**config.mk**
```make
export PLATFORM = sky130hd
export DESIGN_NAME = inst_encoder
export DESIGN_NICKNAME = d
export VERILOG_FILES = /design/src/rtl/inst_encoder.sv
export SDC_FILE = /design/constraint.sdc
export NUM_CORES = 1
export LEC_CHECK = 0
export CAP_MARGIN = 20
export CORE_UTILIZATION = 53
export DETAILED_ROUTE_END_ITERATION = 7
export PLACE_DENSITY = 0.78
export SETUP_SLACK_MARGIN = 0.2
export SYNTH_ARGS = -nofsm -noshare
export SYNTH_HDL_FRONTEND = slang
export SYNTH_SLANG_ARGS = --single-unit
```
**constraint.sdc**
```tcl
create_clock -name clk -period 2.4 [get_ports clk]
set_input_delay 0.48 -clock clk [delete_from_list [all_inputs] [get_ports clk]]
set_output_delay 0.48 -clock clk [all_outputs]
set_load 0.02 [all_outputs]
```
**src/rtl/inst_encoder.sv**
```systemverilog
// Streaming RV32 instruction encoder with a 2-entry output buffer and sequential word addresses.
// Optional immediate range check: define INST_ENCODER_RANGE_CHECK_EN.
module inst_encoder #(
    parameter int unsigned DEPTH     = 2,
    parameter logic [31:0] BASE_ADDR = 32'h0
) (
    input  logic        clk,
    input  logic        reset_n,
    input  logic        clear,
    input  logic        in_valid,
    output logic        in_ready,
    input  logic [6:0]  in_opcode,
    input  logic [4:0]  in_rd,
    input  logic [4:0]  in_rs1,
    input  logic [4:0]  in_rs2,
    input  logic [2:0]  in_funct3,
    input  logic [6:0]  in_funct7,
    input  logic [31:0] in_imm,
    output logic        out_valid,
    input  logic        out_ready,
    output logic [31:0] out_inst,
    output logic [31:0] out_addr,
    output logic        err_sticky,
    output logic [7:0]  err_count
);

`ifdef INST_ENCODER_RANGE_CHECK_EN
    localparam bit RANGE_EN = 1'b1;
`else
    localparam bit RANGE_EN = 1'b0;
`endif

    localparam logic [6:0] OP_JAL    = 7'b1101111;
    localparam logic [6:0] OP_JALR   = 7'b1100111;
    localparam logic [6:0] OP_BRANCH = 7'b1100011;
    localparam logic [6:0] OP_LOAD   = 7'b0000011;
    localparam logic [6:0] OP_STORE  = 7'b0100011;
    localparam logic [6:0] OP_ARITHI = 7'b0010011;
    localparam logic [6:0] OP_ARITH  = 7'b0110011;

    typedef enum logic [1:0] {
        S_EMPTY = 2'd0,
        S_ONE   = 2'd1,
        S_FULL  = 2'd2
    } state_t;

    state_t             r_state;
    state_t             w_state_nxt;
    logic        [31:0] r_inst [2];
    logic        [31:0] r_waddr [2];
    logic               r_head;
    logic        [31:0] r_addr;
    logic               r_err_sticky;
    logic        [7:0]  r_err_count;

    logic        [31:0] w_word;
    logic               w_fmt_ok;
    logic               w_fits;
    logic               w_word_ok;
    logic signed [31:0] w_imm_s;
    logic        [1:0]  w_count;
    logic               w_accept;
    logic               w_push;
    logic               w_reject;
    logic               w_pop;
    logic               w_tail;

    assign w_imm_s = in_imm;

    always_comb begin
        w_word   = '0;
        w_fmt_ok = 1'b1;
        w_fits   = 1'b1;
        case (in_opcode)
            OP_ARITH: w_word = {in_funct7, in_rs2, in_rs1, in_funct3, in_rd, in_opcode};
            OP_LOAD, OP_ARITHI, OP_JALR: begin
                w_word = {in_imm[11:0], in_rs1, in_funct3, in_rd, in_opcode};
                w_fits = (w_imm_s >= -32'sd2048) && (w_imm_s <= 32'sd2047);
            end
            OP_STORE: begin
                w_word = {in_imm[11:5], in_rs2, in_rs1, in_funct3, in_imm[4:0], in_opcode};
                w_fits = (w_imm_s >= -32'sd2048) && (w_imm_s <= 32'sd2047);
            end
            OP_BRANCH: begin
                w_word = {in_imm[12], in_imm[10:5], in_rs2, in_rs1, in_funct3,
                          in_imm[4:1], in_imm[11], in_opcode};
                w_fits = (w_imm_s >= -32'sd4096) && (w_imm_s <= 32'sd4094) && !in_imm[0];
            end
            OP_JAL: begin
                w_word = {in_imm[20], in_imm[10:1], in_imm[11], in_imm[19:12], in_rd, in_opcode};
                w_fits = (w_imm_s >= -32'sd1048576) && (w_imm_s <= 32'sd1048574) && !in_imm[0];
            end
            default: w_fmt_ok = 1'b0;
        endcase
    end

    assign w_word_ok = w_fmt_ok && (w_fits || !RANGE_EN);
    assign w_count   = r_state;
    assign in_ready  = (w_count < 2'(DEPTH)) && !clear;
    assign out_valid = (r_state != S_EMPTY);
    assign w_accept  = in_valid && in_ready;
    assign w_push    = w_accept && w_word_ok;
    assign w_reject  = w_accept && !w_word_ok;
    assign w_pop     = out_valid && out_ready && !clear;
    // With one entry held the tail is the other slot; when empty it aliases the head.
    assign w_tail    = r_head ^ (r_state == S_ONE);

    always_comb begin
        w_state_nxt = r_state;
        case (r_state)
            S_EMPTY: if (w_push) w_state_nxt = S_ONE;
            S_ONE: begin
                if (w_push && !w_pop)      w_state_nxt = S_FULL;
                else if (w_pop && !w_push) w_state_nxt = S_EMPTY;
            end
            S_FULL:  if (w_pop) w_state_nxt = S_ONE;
            default: w_state_nxt = S_EMPTY;
        endcase
        if (clear) w_state_nxt = S_EMPTY;
    end

    always_ff @(posedge clk or negedge reset_n) begin
        if (!reset_n) begin
            r_state      <= S_EMPTY;
            r_head       <= 1'b0;
            r_addr       <= BASE_ADDR;
            r_err_sticky <= 1'b0;
            r_err_count  <= '0;
            for (int unsigned i = 0; i < 2; i++) begin
                r_inst[i]  <= '0;
                r_waddr[i] <= '0;
            end
        end else begin
            r_state <= w_state_nxt;
            if (clear) begin
                r_head       <= 1'b0;
                r_addr       <= BASE_ADDR;
                r_err_sticky <= 1'b0;
            end else begin
                if (w_push) begin
                    r_inst[w_tail]  <= w_word;
                    r_waddr[w_tail] <= r_addr;
                    r_addr          <= r_addr + 32'd4;
                end
                if (w_pop) r_head <= ~r_head;
                if (w_reject) begin
                    r_err_sticky <= 1'b1;
                    if (r_err_count != 8'hFF) r_err_count <= r_err_count + 8'd1;
                end
            end
        end
    end

    assign out_inst   = out_valid ? r_inst[r_head]  : '0;
    assign out_addr   = out_valid ? r_waddr[r_head] : BASE_ADDR;
    assign err_sticky = r_err_sticky;
    assign err_count  = r_err_count;

endmodule

```
# Yosys cells after proc, flatten, opt, wreduce, memory -nomap -nowiden
# Index checks and enable logic that the tools add are counted.
classes:
  add_sub_neg: 2
  n_bitwise: 5
  n_mux: 26
  reduce_logical: 23
  n_lt_le_gt_ge: 4
  n_eq_ne: 13
ops:
  columns: ["cell", "count"]
  rows:
  - ["$mux W32", 11]
  - ["$pmux W32 S5", 1]
  - ["$bwmux W64", 2]
  - ["$add A32 B3 Y32 const B", 1]
  - ["$demux W32 S1", 1]
  - ["$eq A7 B7 Y1 const B", 3]
  - ["$eq A7 B6 Y1 const B", 2]
  - ["$mux W2", 5]
  - ["$logic_and A1 B1 Y1", 9]
  - ["$add A8 B1 Y8 const B", 1]
  - ["$ne A8 B8 Y1 const B", 1]
  - ["$reduce_bool A2 Y1", 4]
  - ["$eq A7 B2 Y1 const B", 1]
  - ["$eq A7 B5 Y1 const B", 1]
  - ["$reduce_or A7 Y1", 1]
  - ["$ne A3 B3 Y1 const B", 2]
  - ["$pmux W2 S3", 1]
  - ["$reduce_and A3 Y1", 2]
  - ["$mux W1", 5]
  - ["$ge A2 B2 Y1 const B", 2]
  - ["$logic_not A1 Y1", 4]
  - ["$ne A4 B2 Y1 const B", 1]
  - ["$not A1 Y2", 2]
  - ["$reduce_or A3 Y1", 1]
  - ["other kinds (8)", 9]
word_totals:
  regBits: 172
  input_bits: 69

# Longest topological paths before layout
# Gate-level depths: netlist of the first run.
logic_depth:
  ltp_word: 10
  depth_mapped: 8

# Worst setup path after synthesis of the first run
# Ideal clock, no wire load.
synth_path:
  path_kind: "input to register"
  from: "input port in_opcode[4]"
  to: "register r_waddr[42] in the netlist's numbering"
  arrival_ps: 2010
  path_slack_ps: 265
  path_stages: 7
  path_buffers: 3
  path_cell_list: "and2b_1 > o21a_1 > buf_2 > o211ai_1 > buf_2 > buf_2 > mux2_2"
synth_between:
  elab_chain_len: 5
  word_cells_on_any_way: 11
  classes_between: "eq/ne: 7; mux: 1; reduce/logical: 3"
synth_rtl:
  columns: ["item", "line", "rtl"]
  rows:
  - ["start: declaration", "12", "input logic [6:0] in_opcode,"]
  - ["$eq A7 B7 Y1 (tied with other cells)", "74", "case (in_opcode)"]
  - ["$reduce_or A7 Y1 (no line) *", null, null]
  - ["$mux W1 *", "74", null]
  - ["$logic_and A1 B1 Y1 *", "102", "assign w_push = w_accept && w_word_ok;"]
  - ["$reduce_and A2 Y1 (no line) *", null, null]
  - ["end signal: indexed assignment", "142", "r_waddr[w_tail] <= r_addr;"]
  - ["end: declaration", "50", "logic [31:0] r_waddr [2];"]
# Mark *: on every way between the ends. The rest lies on a longest branch, timed or not.
# A chain may end at the register's enable or synchronous reset.

# Final worst setup path of the first run
layout_path:
  from: "register r_head"
  to: "output port out_addr[31]"
layout_between:
  elab_chain_len: 5
layout_rtl:
  columns: ["item", "line", "rtl"]
  rows:
  - ["start: declaration", "51", "logic r_head;"]
  - ["start signal: assignment", "145", "if (w_pop) r_head <= ~r_head;"]
  - ["$not A1 Y2 (implied by the code)", "155", "assign out_addr = out_valid ? r_waddr[r_head] : BASE_ADDR;"]
  - ["$mux W32 (implied by the code) (3 in series)", "155", null]
  - ["$mux W32", "155", null]
  - ["end: declaration", "22", "output logic [31:0] out_addr,"]
# Every way passes these cells. The select of a mux whose other input is x is not followed.

==> run summary, run 1 <==
top-area cell type share of the netlist area - 0.511
post-route ant nets - 0
Peak Freq - 0.439 GHz
leakage - 4.73 nW
Crit path max-delay family - flip-flops
worst setup path end - out_addr[31]
internal reg-to-reg setup slack - 250 ps
reg2reg start - r_addr[15]$_DFFE_PN0P_
DRC - 0
final setup violation count - 0
row cnt - 44
startpoint types - register
ys async rst share - 1.00
vias - 6868
share of cells above drive strength 1 - 0.263
Pre-Repair DR Iteration Count - 5
CP Class - reg2out
Num CTS Buffers - 17
largest net degree at the start of global routing - 55
num ports - 144
worst stage delay on the critical path - 600 ps
I/O Buffers - 130
hpwl dp - 13900 um
post-synth top area cell - dfrtp_1
Post-synth EDFFs - 0
YS warnings - 0
Crit path arrival time - 1800 ps
clk buf depth - 2
die area - 15800 sq um
Iter 0 DRT Violations - 494
status - completed
Synth Flop Type - dfrtp_1
reg2reg end - r_addr[24]$_DFFE_PN0P_
Slew @ Worst Pin - 526 ps
Vias/cell - 5.90
Gate Count Post-Synth - 783
first-pass GRT wire length - 35200 um
min setup slack post-route - 123 ps
vias in the first global route - 6967
Bufs and invs on worst path - 2
final wirelength - 23100 um
worst min path class - in2async
die width - 126 um
CP max-delay cell - dfrtp_4
Power Density - 593 nW/um^2
pre-CTS setup slack - -275 ps
fin crit period - 2280 ps
Die Height - 126 um
RSZ-0062 raised after global routing - yes
Core ar. - 14800 sq um
root buffer cell - clkbuf_16
critical path launch point - r_head$_DFFE_PN0P_
most common cell after layout, fill and taps aside - dfrtp_1
gpl congestion - 0.905
Cell Area, Synth - 8130 sq um
Cell variety after synth - 54
#FFs+latches synth - 166
Worst Path Required - 1920 ps
CP max FO - 7
ant diodes - 0
clk slew on worst S/H paths - 60 ps
total gr overflow - 0
commonest cells after routing, fill and taps aside - dfrtp_1 (161), nor2_1 (102), nand2_1 (82)
Slew headroom - 0.650
stages on the worst setup path - 4
Max VDD drop - 0.523 mV
# hold bufs at CTS - 0
Area contributors post-synth - dfrtp_1 (51%), mux2i_1 (7.8%), mux2_2 (6.0%)
NumNets Final - 1040
Pins Over Slew Limit - 0
initial cell density of the core - 0.551
post-synthesis sequential area ratio - 0.511
clock sinks - 166
Synth-to-Final Area Change - 33.7%
Fin. Hold Viols - 0
Max Cap Viol - 0
Worst-Skew Late Latency - 430 ps
Final period util - 0.949
GRT Total Usage - 0.286
Crit. End Element - output port
H-tree depth - 4
CTS tree - done
CP Cell Sequence - clkbuf_16 -> mux2i_1 -> nor2_1 -> clkdlybuf4s15_2
setup_tns - 0 ps
Avg Inst Size Synth - 10.4 sq um
cell count of the worst reg-to-reg path - 6
worst clock skew - 5.73 ps
drt wl/cell - 19.8 um
initial antenna violation count - 0
-- per-layer routing --
layer | share of wire | vias to the layer above | routed length, um | global-route usage
met5 | 0 | - | 0 | 0
met4 | 0.027 | 0 | 612 | 0.104
met3 | 0.055 | 57 | 1270 | 0.0569
met2 | 0.51 | 271 | 11900 | 0.511
met1 | 0.40 | 3426 | 9310 | 0.343
li1 | - | 3114 | - | -
-- report_power, final --
part           internal, W  total, W  leakage, nW  switching [W]
registers          0.00287   0.00295         2.29      0.0000792
logic             0.000297  0.000599         2.14       0.000302
clock network      0.00177   0.00290        0.294        0.00112
total              0.00494   0.00644         4.73        0.00150
-- synth_stat cells, drive strengths merged, types with 8 or more instances --
| library cell | n |
|---|---|
| nor2b | 10 |
| nand3 | 12 |
| xor2 | 8 |
| xnor2 | 23 |
| mux2 | 62 |
| clkbuf | 35 |
| a21oi | 22 |
| nand2 | 83 |
| o21ai | 71 |
| nor2 | 103 |
| a22oi | 17 |
| buf | 19 |
| dfrtp | 166 |
| nand4 | 8 |
| mux2i | 63 |
| a211oi | 8 |
-- area by class of cell --
class / count / area [sq um]
Clock buffer: 21 / 450
Clock inverter: 11 / 174
Fill cell: 992 / 3890
Inverter: 6 / 22.5
Multi-Input combinational cell: 558 / 3790
Sequential cell: 166 / 4160
Tap cell: 184 / 230
Timing Repair Buffer: 219 / 2030
-- flip-flops by register name, summed over array words and instances (netlist names) --
signal and count:
err_count 8, r_addr 30, r_inst 64, r_head 1
err_sticky 1, r_waddr 60, r_state 2
-- stage by stage --
step / hold slack (ps) / total power, W / std cells / utilization / cell area [sq um]
after CTS: 8.04 / 0.00645 / 1144 / 0.727 / 10700
after global placement: 451 / 0.00355 / 1103 / 0.677 / 9990
final: 7.60 / 0.00644 / 1165 / 0.736 / 10900
after floorplan: 184 / 0.00322 / 784 / - / 8130
after detailed placement: 453 / 0.00358 / 1103 / 0.677 / 9990
after global routing: 32.5 / 0.00664 / 1165 / 0.736 / 10900
-- worst min path at each step --
stage | startpoint | to | slack, ps
6_report | reset_n | r_inst[47]$_DFFE_PN0P_ | 8
3_5_place_dp | r_inst[32]$_DFFE_PN0P_ | r_inst[32]$_DFFE_PN0P_ | 450
3_3_place_gp | r_inst[1]$_DFFE_PN0P_ | r_inst[1]$_DFFE_PN0P_ | 450
2_1_floorplan | reset_n | err_count[0]$_DFFE_PN0P_ | 180
4_1_cts | reset_n | r_inst[15]$_DFFE_PN0P_ | 8
5_1_grt | reset_n | r_inst[47]$_DFFE_PN0P_ | 30
-- kinds of logic (layout without fill, tap and decap cells) --
family,after synthesis,in the layout,share of synthesized area
AND/OR/NAND/NOR,253,253,0.140
other,1,2,0.000462
XOR/XNOR,31,31,0.0334
AO/OA/AOI/OAI,144,144,0.114
flip-flops,166,166,0.511
multiplexers,125,125,0.164
adder cells (fa/ha/maj),3,3,0.00462
buffers and inverters,60,257,0.0322
-- timing repair --
action | 4_1_cts | 5_1_grt
cloned | 4 | 5
pin swaps | 2 | 4
endpoints found under the setup margin | 93 | 169
buffers inserted | 5 | 16
resized for setup | 160 | 108
No activity file was read; power rests on OpenSTA's default activity.
==> run 2: changes to the inputs <==
--- a/config.mk
+++ b/config.mk
@@ -7,9 +7,10 @@
 export LEC_CHECK = 0
 export CAP_MARGIN = 20
 export CORE_UTILIZATION = 53
+export CTS_BUF_LIST = sky130_fd_sc_hd__clkbuf_8 sky130_fd_sc_hd__clkbuf_16
+export CTS_CLUSTER_DIAMETER = 60
 export DETAILED_ROUTE_END_ITERATION = 7
 export PLACE_DENSITY = 0.78
-export SETUP_SLACK_MARGIN = 0.2
 export SYNTH_ARGS = -nofsm -noshare
 export SYNTH_HDL_FRONTEND = slang
 export SYNTH_SLANG_ARGS = --single-unit
==> run 2 against run 1 <==
  * Non-clock buffer count fell by 29
  * Total power fell by 0.91%
  * Wire length fell by 11%
  * Critical path type unchanged
  * Largest cell class unchanged
==> run summary, run 2 (synthesized netlist as in run 1, its figures left out) <==
root buffer cell - clkbuf_16
H-tree depth - 4
Pre-Repair DR Iteration Count - 5
Worst-Skew Late Latency - 430 ps
clock sinks - 166
Iter 0 DRT Violations - 490
initial cell density of the core - 0.551
Filler cells - 1055
row cnt - 44
drt wl/cell - 18.0 um
Comb power frac - 0.091
worst clock skew - 6.12 ps
Worst Path Required - 1920 ps
first-pass GRT wire length - 34000 um
Core ar. - 14800 sq um
clk slew on worst S/H paths - 60 ps
worst min path class - in2async
total gr overflow - 0
top flop regs - r_inst (64), r_waddr (60), r_addr (30)
gpl congestion - 0.905
Largest register FFs - 64
CP Class - reg2out
# hold bufs at CTS - 0
reg2reg start - r_addr[12]$_DFFE_PN0P_
Biggest register - r_inst
Vias/cell - 5.81
Fin. Hold Viols - 0
Max Cap Viol - 0
min setup slack post-route - 77.6 ps
Overall Power - 0.00638 W
die width - 126 um
Peak Freq - 0.431 GHz
NumNets Final - 1011
ant diodes - 0
power share of the clock group - 0.448
Slew @ Worst Pin - 597 ps
RSZ-0062 raised after global routing - no
vias - 6602
largest net degree at the start of global routing - 55
commonest cells after routing, fill and taps aside - dfrtp_1 (165), nor2_1 (102), nand2_1 (82)
hpwl dp - 13900 um
setup bufs post-CTS - 0
Slew headroom - 0.598
Num CTS Buffers - 17
final wirelength - 20500 um
Synth-to-Final Area Change - 30.2%
GRT Total Usage - 0.273
Crit. End Element - output port
fin crit period - 2320 ps
clk buf depth - 2
initial antenna violation count - 0
CTS tree - done
Power Density - 603 nW/um^2
die area - 15800 sq um
sequential share of power - 0.461
CP max FO - 27
pre-CTS setup slack - -275 ps
final setup violation count - 0
DRC - 0
NetSw - 0.00147 W
reg2reg end - r_addr[31]$_DFFE_PN0P_
Crit path arrival time - 1840 ps
Die Height - 126 um
vias in the first global route - 6916
num ports - 144
post-route ant nets - 0
status - completed
Max VDD drop - 0.523 mV
switching share of total power - 0.230
Pins Over Slew Limit - 0
internal reg-to-reg setup slack - 190 ps
I/O Buffers - 130
startpoint types - register
most common cell after layout, fill and taps aside - dfrtp_1
cell count of the worst reg-to-reg path - 5
leakage - 4.72 nW
share of cells above drive strength 1 - 0.154
Final period util - 0.968
Int Pwr - 0.00492 W
==> run 2: timing repair <==
action | CTS | global route
resized for setup | 63 | 3
gates cloned | 1 | 0
hold endpoints to repair | 0 | 0
setup endpoints to repair | 63 | 12
pin swaps | 0 | 2
==> run 2: final cells by class <==
cell class	instances	area, sq um	area share
well taps	184	230	0.0218
clock buffers	18	439	0.0415
inverters	6	22.5	0.00213
clock inverters	14	185	0.0175
repair buffers	190	1810	0.171
multi-input cells	558	3730	0.353
flip-flops and latches	166	4160	0.393
==> run 2: worst max-delay path by stage <==
stage	slack, ps	from	cells past startpoint	endpoint
final	80	r_state[1]$_DFFE_PN0P_	4	out_inst[25]
after global routing	10	r_state[1]$_DFFE_PN0P_	4	out_inst[15]
after CTS	20	clear	4	in_ready
after detailed placement	-270	in_opcode[6]	6	r_addr[23]$_DFFE_PN0P_
after global placement	-200	in_opcode[6]	6	r_addr[23]$_DFFE_PN0P_
after floorplan	270	in_opcode[4]	7	r_waddr[42]$_DFFE_PN0P_
==> run 2: per-stage QoR <==
stage	instance area (sq um)	hold WS, ps	instances	setup TNS [ps]	util
after floorplan	8130	184	784	0	-
after global placement	9990	451	1103	-11270	0.677
after detailed placement	9990	453	1103	-18170	0.677
after CTS	10600	8.04	1136	0	0.717
after global routing	10600	26.4	1136	0	0.717
final	10600	3.43	1136	0	0.717
==> run 2: power by group through the flow <==
| stage | clock (W) | combinational (W) | sequential (W) |
|---|---|---|---|
| final | 0.00286 | 0.000580 | 0.00295 |
| after global routing | 0.00301 | 0.000632 | 0.00296 |
| after CTS | 0.00290 | 0.000586 | 0.00294 |
| after detailed placement | 0 | 0.000580 | 0.00300 |
| after global placement | 0 | 0.000562 | 0.00299 |
| after floorplan | 0 | 0.000177 | 0.00304 |
==> run 2: routing by layer <==
metal  up-vias  part of all wire  GRT usage
met5         -                 0          0
met4         0             0.022      0.104
met3        41             0.059     0.0573
met2       252              0.52      0.481
met1      3265              0.40      0.329
li1       3044                 -          -
==> run 2: critical path, cell delays in order, from the launching register on <==
cell and delay (ps):
dfrtp_1 450, nor2_4 200, bufbuf_16 360, nor2_1 60, dlygate4sd2_1 330
==> run 3: changes to the inputs <==
--- a/config.mk
+++ b/config.mk
@@ -6,11 +6,11 @@
 export NUM_CORES = 1
 export LEC_CHECK = 0
 export CAP_MARGIN = 20
-export CORE_UTILIZATION = 53
+export CORE_UTILIZATION = 48
 export CTS_BUF_LIST = sky130_fd_sc_hd__clkbuf_8 sky130_fd_sc_hd__clkbuf_16
 export CTS_CLUSTER_DIAMETER = 60
 export DETAILED_ROUTE_END_ITERATION = 7
-export PLACE_DENSITY = 0.78
+export PLACE_DENSITY = 0.75
 export SYNTH_ARGS = -nofsm -noshare
 export SYNTH_HDL_FRONTEND = slang
 export SYNTH_SLANG_ARGS = --single-unit
==> constraint.sdc (replaced) <==
create_clock -name clk -period 1.95 [get_ports clk]
set_input_delay 0.39 -clock clk [delete_from_list [all_inputs] [get_ports clk]]
set_output_delay 0.39 -clock clk [all_outputs]
set_load 0.02 [all_outputs]
==> run 3 against run 2 <==
  * The flow now finishes with violations (setup timing)
  * Via count is 6.3% higher
  * Worst setup slack lost 230 ps
  * Cell count up 9.2%
  * Critical path depth grew 5
  * Clock-buffer cell count unchanged
  * Sequential share of layout area down 3.8 points
  * Non-clock buffer count is 70 higher
  * Register-to-register slack got worse by 340 ps
  * Global-route usage shrank 0.36 points
==> run summary, run 3 (synthesized netlist as in run 1, its figures left out) <==
initial antenna violation count - 0
GRT Total Usage - 0.269
CP Cell Sequence - buf_4 -> buf_12 -> xnor2_4 -> o211ai_1 -> buf_4 -> buf_12 -> buf_16 -> buf_12 -> o21ai_1
most common cell after layout, fill and taps aside - dfrtp_1
reg2reg end - r_inst[48]$_DFFE_PN0P_
reg2reg start - r_head$_DFFE_PN0P_
largest net degree at the start of global routing - 54
Max VDD drop - 0.570 mV
non-filler cells, final - 1240
worst min path class - in2reg
top flop regs - r_inst (64), r_waddr (60), r_addr (30)
Pre-Repair DR Iteration Count - 5
Hold WS - 428 ps
Pins Over Slew Limit - 0
die width - 132 um
total gr overflow - 0
Overall Power - 0.00777 W
num ports - 144
Largest register FFs - 64
Max Cap Viol - 0
setup_tns - -14200 ps
status - finished with violations
vias - 7021
NumNets Final - 1081
clk buf depth - 2
Vias/cell - 5.66
Num CTS Buffers - 17
fin crit period - 2100 ps
violated checks - setup timing
H-tree depth - 4
clock sinks - 166
worst clock skew - 13.7 ps
Worst-Skew Late Latency - 430 ps
ant diodes - 0
I/O Buffers - 130
Core ar. - 16600 sq um
pre-CTS setup slack - -577 ps
crit-path most repeated cell - buf_12
final wirelength - 24600 um
gpl congestion - 0.828
critical path launch point - r_head$_DFFE_PN0P_
die area - 17500 sq um
vias in the first global route - 6947
cell count of the worst reg-to-reg path - 9
drt wl/cell - 19.8 um
worst setup path end - r_inst[48]$_DFFE_PN0P_
min setup slack post-route - -154 ps
Crit. End Element - register
DP Cell Count - 1180
Iter 0 DRT Violations - 531
Worst Path Required - 2280 ps
commonest cells after routing, fill and taps aside - dfrtp_1 (163), buf_4 (134), nor2_1 (102)
Die Height - 132 um
DRC - 0
Biggest register - r_inst
share of cells above drive strength 1 - 0.303
leakage - 5.18 nW
first-pass GRT wire length - 36400 um
clk slew on worst S/H paths - 70 ps
row cnt - 47
initial cell density of the core - 0.490
CTS tree - done
startpoint types - register
Power Density - 662 nW/um^2
internal reg-to-reg setup slack - -150 ps
Peak Freq - 0.475 GHz
worst stage delay on the critical path - 500 ps
CP max FO - 16
Crit path arrival time - 2440 ps
final setup violation count - 177
Fin. Hold Viols - 0
CP max-delay cell - dfrtp_4
root buffer cell - clkbuf_16
post-route ant nets - 0
hpwl dp - 14100 um
CP Class - reg2reg
Final period util - 1.08
Synth-to-Final Area Change - 44.4%
RSZ-0062 raised after global routing - yes
run 3: critical path, delay by kind of cell (launching register included):
family / cells / cell delay [ps]
flops: 1 / 500
xor+xnor: 1 / 210
buf+inv: 6 / 920
compound gates: 2 / 340
run 3: metal layers:
layer	track usage	routed length, um
met5	0	0
met4	0.101	821
met3	0.0534	1560
met2	0.451	12300
met1	0.346	9840
run 3: power by group:
group / switching, W / internal [W] / total, W
logic: 0.000388 / 0.000395 / 0.000784
clock network: 0.00135 / 0.00201 / 0.00336
registers: 0.0000933 / 0.00353 / 0.00362
total: 0.00183 / 0.00594 / 0.00777
run 3: timing repair:
action,in CTS,in global routing
pin swaps,16,22
hold endpoints to repair,35,0
cloned,10,3
hold buffers,1,0
buffers inserted,10,7
gates resized for setup,371,66
endpoints found under the setup margin,183,203
run 3: per-stage QoR:
stage	util	instance area, sq um
2_1_floorplan	-	8170
6_report	0.708	11700
3_5_place_dp	0.629	10400
3_3_place_gp	0.629	10400
4_1_cts	0.689	11400
5_1_grt	0.708	11700
run 3: worst min path at each step:
stage / start / to / slack, ps / depth (start not counted)
2_1_floorplan: reset_n / err_count[0]$_DFFE_PN0P_ / 90 / 0
3_3_place_gp: reset_n / r_inst[13]$_DFFE_PN0P_ / 320 / 1
3_5_place_dp: reset_n / r_inst[13]$_DFFE_PN0P_ / 320 / 1
4_1_cts: reset_n / r_inst[41]$_DFFE_PN0P_ / 440 / 2
5_1_grt: in_opcode[3] / r_inst[3]$_DFFE_PN0P_ / 440 / 4
6_report: in_opcode[3] / r_inst[35]$_DFFE_PN0P_ / 430 / 4
run 3: final cells by class:
cell class	instances	area (sq um)
tap	220	275
timing repair buffer	260	2730
multi-input combinational	558	3970
inverter	6	22.5
sequential	166	4160
fill	1153	4850
clock buffer	18	439
clock inverter	12	139
